`src/rtl/race_clock_ctrl.sv`:
```
// Race clock controller: countdown, timed run with pause and checkpoint
// bonuses, then a turbo-rate drain of leftover seconds after the finish line.
module race_clock_ctrl #(
  parameter int unsigned RACE_SECS = 60,
  parameter int unsigned MAX_SECS  = 99,
  parameter int unsigned CD_SECS   = 3
) (
  input  logic       clk,
  input  logic       reset,
  input  logic       one_sec,
  input  logic       start,
  input  logic       pause,
  input  logic       finish,
  input  logic       add_time,
  input  logic [3:0] add_secs,
  output logic       turbo,
  output logic [6:0] time_left,
  output logic [1:0] cd_digit,
  output logic       race_active,
  output logic       time_up,
  output logic       bonus_pulse,
  output logic [2:0] state
);

  typedef enum logic [2:0] {
    S_IDLE      = 3'd0,
    S_COUNTDOWN = 3'd1,
    S_RUN       = 3'd2,
    S_PAUSED    = 3'd3,
    S_DRAIN     = 3'd4,
    S_OVER      = 3'd5
  } state_t;

  localparam logic [6:0] MAX7  = 7'(MAX_SECS);
  localparam logic [6:0] RACE7 = 7'(RACE_SECS);
  localparam logic [1:0] CD2   = 2'(CD_SECS);

  state_t     r_state;
  logic [6:0] r_time_left;
  logic [1:0] r_cd_digit;
  logic       r_turbo;
  logic       r_race_active;
  logic       r_time_up;
  logic       r_bonus_pulse;

  state_t     w_next;
  logic [6:0] w_time_left;
  logic [1:0] w_cd_digit;
  logic       w_time_up;
  logic       w_bonus;
  logic [7:0] w_sum;
  logic [7:0] w_net;

  function automatic logic [6:0] clamp(input logic [7:0] v);
    return (v > {1'b0, MAX7}) ? MAX7 : v[6:0];
  endfunction

  // Next-state and next-value decode; arithmetic in 8 bits, then clamped
  always_comb begin
    w_next      = r_state;
    w_time_left = r_time_left;
    w_cd_digit  = r_cd_digit;
    w_time_up   = 1'b0;
    w_bonus     = 1'b0;
    w_sum       = {1'b0, r_time_left} + (add_time ? {4'b0000, add_secs} : 8'd0);
    w_net       = (one_sec && (w_sum != 8'd0)) ? (w_sum - 8'd1) : w_sum;
    unique case (r_state)
      S_IDLE, S_OVER: begin
        if (start) begin
          w_next      = S_COUNTDOWN;
          w_time_left = RACE7;
          w_cd_digit  = CD2;
        end
      end
      S_COUNTDOWN: begin
        if (one_sec) begin
          if (r_cd_digit <= 2'd1) begin
            w_cd_digit = '0;
            w_next     = S_RUN;
          end else begin
            w_cd_digit = r_cd_digit - 2'd1;
          end
        end
      end
      S_RUN: begin
        // finish discards a same-cycle tick but keeps a same-cycle bonus;
        // a timeout outranks a same-cycle pause
        if (finish) begin
          w_time_left = clamp(w_sum);
          w_next      = S_DRAIN;
        end else begin
          w_time_left = clamp(w_net);
          if (one_sec && (w_net == 8'd0)) begin
            w_next    = S_OVER;
            w_time_up = 1'b1;
          end else if (pause) begin
            w_next = S_PAUSED;
          end
        end
      end
      S_PAUSED: begin
        w_time_left = clamp(w_sum);
        if (pause) w_next = S_RUN;
      end
      S_DRAIN: begin
        if (r_time_left == '0) begin
          w_next = S_OVER;
        end else if (one_sec) begin
          w_time_left = r_time_left - 7'd1;
          w_bonus     = 1'b1;
          if (r_time_left == 7'd1) w_next = S_OVER;
        end
      end
      default: w_next = S_IDLE;
    endcase
  end

  // State and output registers
  always_ff @(posedge clk or posedge reset) begin
    if (reset) begin
      r_state       <= S_IDLE;
      r_time_left   <= '0;
      r_cd_digit    <= '0;
      r_turbo       <= 1'b0;
      r_race_active <= 1'b0;
      r_time_up     <= 1'b0;
      r_bonus_pulse <= 1'b0;
    end else begin
      r_state       <= w_next;
      r_time_left   <= w_time_left;
      r_cd_digit    <= w_cd_digit;
      r_turbo       <= (r_state == S_DRAIN);
      r_race_active <= (w_next == S_RUN);
      r_time_up     <= w_time_up;
      r_bonus_pulse <= w_bonus;
    end
  end

  assign turbo       = r_turbo;
  assign time_left   = r_time_left;
  assign cd_digit    = r_cd_digit;
  assign race_active = r_race_active;
  assign time_up     = r_time_up;
  assign bonus_pulse = r_bonus_pulse;
  assign state       = r_state;

endmodule

```
`config.mk`:
```
export PLATFORM = sky130hd
export DESIGN_NAME = race_clock_ctrl
export DESIGN_NICKNAME = d
export VERILOG_FILES = /design/src/rtl/race_clock_ctrl.sv
export SDC_FILE = /design/constraint.sdc
export NUM_CORES = 1
export LEC_CHECK = 0
export ABC_AREA = 1
export CORE_MARGIN = 2
export CORE_UTILIZATION = 50
export DETAILED_ROUTE_END_ITERATION = 12
export GPL_ROUTABILITY_DRIVEN = 0
export MAX_ROUTING_LAYER = met4
export PLACE_DENSITY = 0.77
export SLEW_MARGIN = 20
export SYNTH_ARGS = -nofsm -noshare
export SYNTH_HDL_FRONTEND = slang
export SYNTH_SLANG_ARGS = --single-unit
```
`constraint.sdc`:
```
create_clock -name clk -period 2.7 [get_ports clk]
set_input_delay 0.405 -clock clk [delete_from_list [all_inputs] [get_ports clk]]
set_output_delay 0.405 -clock clk [all_outputs]
set_load 0.02 [all_outputs]
```
# Word-level counts from Yosys, hierarchy flattened
# Index checks and enable logic that the tools add are counted.
# op_classes
mux	30
div	0
n_shift	0
multipliers	0
bitwise_logic	0
n_reduce_logical	11
magnitude_cmp	3
eq_ne	11
addsub	4
# op_table
op	n
2-to-1 mux 7 bit	6
2-to-1 mux 3 bit	10
case mux 7 bit (4 select lines)	1
> comparator 8 x 7 -> 1 bit (second input constant)	2
case mux 3 bit (5 select lines)	1
== test 3 x 2 -> 1 bit (second input constant)	3
adder 7 x 4 -> 8 bit	1
logical NOT 8 bit	1
2-to-1 mux 8 bit	1
inequality test 2 bit (second input constant)	4
nonzero test 8 bit	1
subtractor 8 x 1 -> 8 bit (second input constant)	1
== test 7 x 1 -> 1 bit (second input constant)	1
logical NOT 7 bit	1
subtractor 7 x 1 -> 7 bit (second input constant)	1
== test 3 bit (second input constant)	2
2-to-1 mux 1 bit	6
2-to-1 mux 2 bit	3
2-to-1 mux 4 bit	1
case mux 2 bit (2 select lines)	1
AND reduction 4 bit	1
nonzero test 4 bit	1
== test 3 x 1 -> 1 bit (second input constant)	1
logical NOT 3 bit	1
other kinds (6)	7
# totals
output_inout_bits	16
mem_count	0
word_cells	66
latchBits	0
ff_bits	16
mem_bits_ro	0
ram_bits	0
inputBits	11

# Longest topological paths before layout
# logic_depth
ltp_word	11
ltp_mapped	21
depth_no_buf	21

# Least setup slack after synthesis
# Ideal clock, no wire load.
# synth_path
path_type	reg2reg
from	register r_time_left[0] (netlist: time_left[0])
to	register r_race_active (netlist: race_active)
setup_ns	0.121
slack_ns	-0.031
n_path_buf	0
path_stages_with_launch	17
t_arrival_ns	2.609
synth_period_minus_slack_ns	2.731
t_required_ns	2.579
cell_sequence	dfrtp_1 > ha_1 > fa_1 > xnor2_2 > nand2_1 > nor2_2 > nand2_2 > nor2_4 > nand2_1 > nand2_1 > nand2_1 > nand2_1 > nand2_2 > nor2_2 > nand4_1 > a21oi_1 > nor2_1
# synth_between
elab_chain_cells	10
elab_cells_between_ends	16
cone_classes	add/sub: 2; eq/ne: 2; mux: 7; reduce/logical: 5
# synth_rtl
element	line_no	rtl
start: declaration	39	logic [6:0] r_time_left;
start signal: assignment	130	r_time_left <= w_time_left;
branches (longest 8 deep; another with adder 7 x 4 -> 8 bit)	--	
case mux 3 bit (5 select lines) (*)	67	unique case (r_state)
== test 3 x 2 -> 1 bit (*)	133	r_race_active <= (w_next == S_RUN);
end signal: assignment	133	
end: declaration	42	logic r_race_active;
# Every way passes the cells marked *.
# A chain may end at the register's enable or synchronous reset.

# Worst setup path after layout
# layout_path
from	register r_time_left[0] (netlist: time_left[0])
to	register r_race_active (netlist: race_active)
# layout_between
elab_chain_cells	10
elab_cells_between_ends	16
cone_classes	add/sub: 2; eq/ne: 2; mux: 7; reduce/logical: 5
# layout_rtl
element	line_no	rtl
branches (longest 8 deep; another with adder 7 x 4 -> 8 bit)	--	
case mux 3 bit (5 select lines) (*)	67	
named net w_next[0]	46	state_t w_next;
== test 3 x 2 -> 1 bit (*)	133	
# Mark *: on every way through the listed nets, which the timed path passes.

==> summary.txt <==
Finish
  • Layout cells sized above 1: 36.2%
  • Register area: 402 um^2
  • Area growth syn-to-layout: 54.1%
  • # diodes: 0
  • Fillers: 250
  • Nets: 410
  • Fin util: 80.6%
  • Commonest non-fill, non-tap cell in the layout: nand2_1
  • Footprint of the multi-input gates: 1570 um^2
  • Post-Layout Cell Count: 437
  • Most frequent cells in the layout: nand2_1 (61), buf_4 (49), nor2_1 (44)

Clock tree
  • Root Buffer Master: clkbuf_8
  • Clock sink count: 16
  • CTS tree: done
  • Clock tree buffer depth: 2
  • Clock-pin slew on the worst setup and hold paths: 0.07 ns
  • H-tree Lvls: 1
  • TritonCTS Buffers: 3
  • Clk Latency, worst-skew pair: 0.25 ns

Timing
  • Worst slew pin tran: 0.640 ns
  • Unrepaired setup endpoints after global routing: true
  • Post-layout min period: 2.76 ns
  • Max Slew Vio Count: 0
  • Final period util: 102%
  • Final setup margin: -0.0555 ns
  • Max Clk Rate: 0.363 GHz
  • Final clock skew: 0.00849 ns
  • Setup TNS: -0.0982 ns
  • Rel. slew slack: 57.3%
  • Final setup viols: 3
  • Final Hold Vio Count: 0

Worst setup path
  • CP arrival: 2.90 ns
  • Critical path data required time: 2.84 ns
  • Worst-path fanout max: 4
  • Startpoint types: flip-flop
  • CP Class: reg2reg
  • Crit path capture type: flip-flop

Pwr
  • Cell leakage power: 1.46 nW
  • PwrDens: 941 nW/um^2
  • Peak supply drop: 577 uV

GRT
  • Global-route wire length before repair: 10.7 mm
  • Initial antenna violation count: 0
  • GRT Residual Overflow: 0
  • Total GRT Usage: 32.6%
  • Largest net degree at the start of global routing: 17
  • Vias in the first global route: 2367

Synth
  • Syn. warnings: 0
  • Async S/R FF share, synth: 100%
  • Synth Flop Type: dfrtp_1
  • Mean Syn Cell Area: 6.20 um^2
  • Cells after synthesis: 309
  • Seq/Total Area, Yosys: 20.9%
  • FF+latch count, synth: 16
  • Synthesized net count: 329
  • Post-synth EDFFs: 0
  • Mapped Area: 1910 um^2
  • Yosys cell types: 38

Detailed routing
  • Post-Route WL: 7.50 mm
  • Drt pass-1 iters: 5
  • Antenna viol nets, final: 0
  • Via count: 2543
  • Starting DRT DRC Count: 282
  • Vias per inst: 5.82
  • DRC viols: 0
  • Drt wl/cell: 17.2 um

Worst hold path
  • HP Class: in2async

Floorplanning
  • Die width: 65.9 um
  • Initial Util: 52.3%
  • I/O pin total: 27
  • Die area: 4340 um^2
  • Core footprint: 3660 um^2
  • Chip Height: 65.9 um
  • Cell row count: 22

Run
  • Max_cap viols: 0

Place
  • Port bufs: 26
  • Final HPWL DP: 4.66 mm
  • Placed instance count: 413

Run status
  • Violations in the final reports: negative setup slack
  • Outcome: finished with violations
critical path, stage by stage (launching register included):
cell,delay (ns)
dfrtp_2,0.45
ha_4,0.17
fa_2,0.40
xnor2_4,0.23
nand2_1,0.11
nor2_2,0.15
nand2_2,0.09
nor2_4,0.13
nand2_2,0.07
nand2_2,0.07
nand3_2,0.07
nand2_2,0.12
inv_2,0.05
nor3_2,0.18
nand4_1,0.17
nand2_1,0.14
nor2_1,0.05
cells in the mapped netlist, types with 2 or more instances:
cell type	number	area, um^2
nand2_1	73	274
a21oi_2	2	17.5
buf_2	2	10.0
nor2_1	47	176
inv_1	44	165
o211ai_1	2	15.0
a21oi_1	15	75.1
nand3_2	5	50.1
nand2_2	14	87.6
nand3_1	24	120
ha_1	8	100
inv_2	6	22.5
o31ai_1	2	15.0
nand2_4	2	22.5
a31oi_1	4	25.0
dfrtp_1	16	400
nor2_4	4	45.0
nor2_2	4	25.0
nand4_1	6	37.5
o21ai_0	11	55.1
through the flow:
step	power, W	instance area [um^2]	setup slack, ns	hold WS, ns
floorplan	0.00147	1920	0.0344	0.319
global route	0.00295	2950	-0.152	0.575
detailed placement	0.00213	2470	-0.615	0.518
finish	0.00278	2950	-0.0555	0.525
global placement	0.00209	2470	-0.565	0.504
CTS	0.00252	2790	0.00110	0.532
routing by layer:
layer | part of all wire (%) | vias to the layer above | global-route usage, %
met4 | 5.5 | 0 | 14.1
met2 | 51 | 161 | 57.1
met3 | 7.1 | 48 | 1.53
met5 | 0 | - | -
li1 | - | 1152 | -
met1 | 37 | 1182 | 38.8
worst paths after layout:
check	slack [ns]	to	from	cells past startpoint
worst max-delay path	-0.06	race_active	time_left[0]	16
worst min-delay path	0.53	turbo	reset	2
worst max register to register	-0.06	race_active	time_left[0]	16
worst min register to register	0.53	cd_digit[0]	cd_digit[0]	2
max in group asynchronous	1.71	time_left[0]	reset	2
min in group clk	0.53	cd_digit[0]	cd_digit[0]	2
power by group:
part | total (W) | switching [W] | internal (W) | leakage (nW)
logic | 0.00213 | 0.00124 | 0.000890 | 1.24
registers | 0.000429 | 0.000111 | 0.000318 | 0.195
clock network | 0.000218 | 0.0000883 | 0.000129 | 0.0288
total | 0.00278 | 0.00144 | 0.00134 | 1.46
flip-flops by register name, indices dropped and copies added, names as in the netlist:
signal / flops
bonus_pulse: 1
cd_digit: 2
race_active: 1
state: 3
time_left: 7
time_up: 1
turbo: 1
repair_timing:
item	4_1_cts	5_1_grt
setup endpoints to repair	12	12
pin swaps	29	26
hold buffers	0	0
gates resized for setup	38	36
buffers inserted	16	4
logic make-up after synthesis:
logic type      Yosys count  share of synthesized area (%)
simple gates            187                           48.0
buf+inv                  53                           10.5
compound gates           41                           12.5
xor+xnor                  3                           1.77
fa+ha+maj                 9                           6.27
flops                    16                           20.9
final cells by class:
type	instances	area share (%)
Timing Repair Buffer	79	22.8
Sequential cell	16	13.6
Inverter	50	6.45
Multi-Input combinational cell	240	53.3
Tap cell	48	2.04
Clock buffer	4	1.87
(Power assumes the default switching activity.)
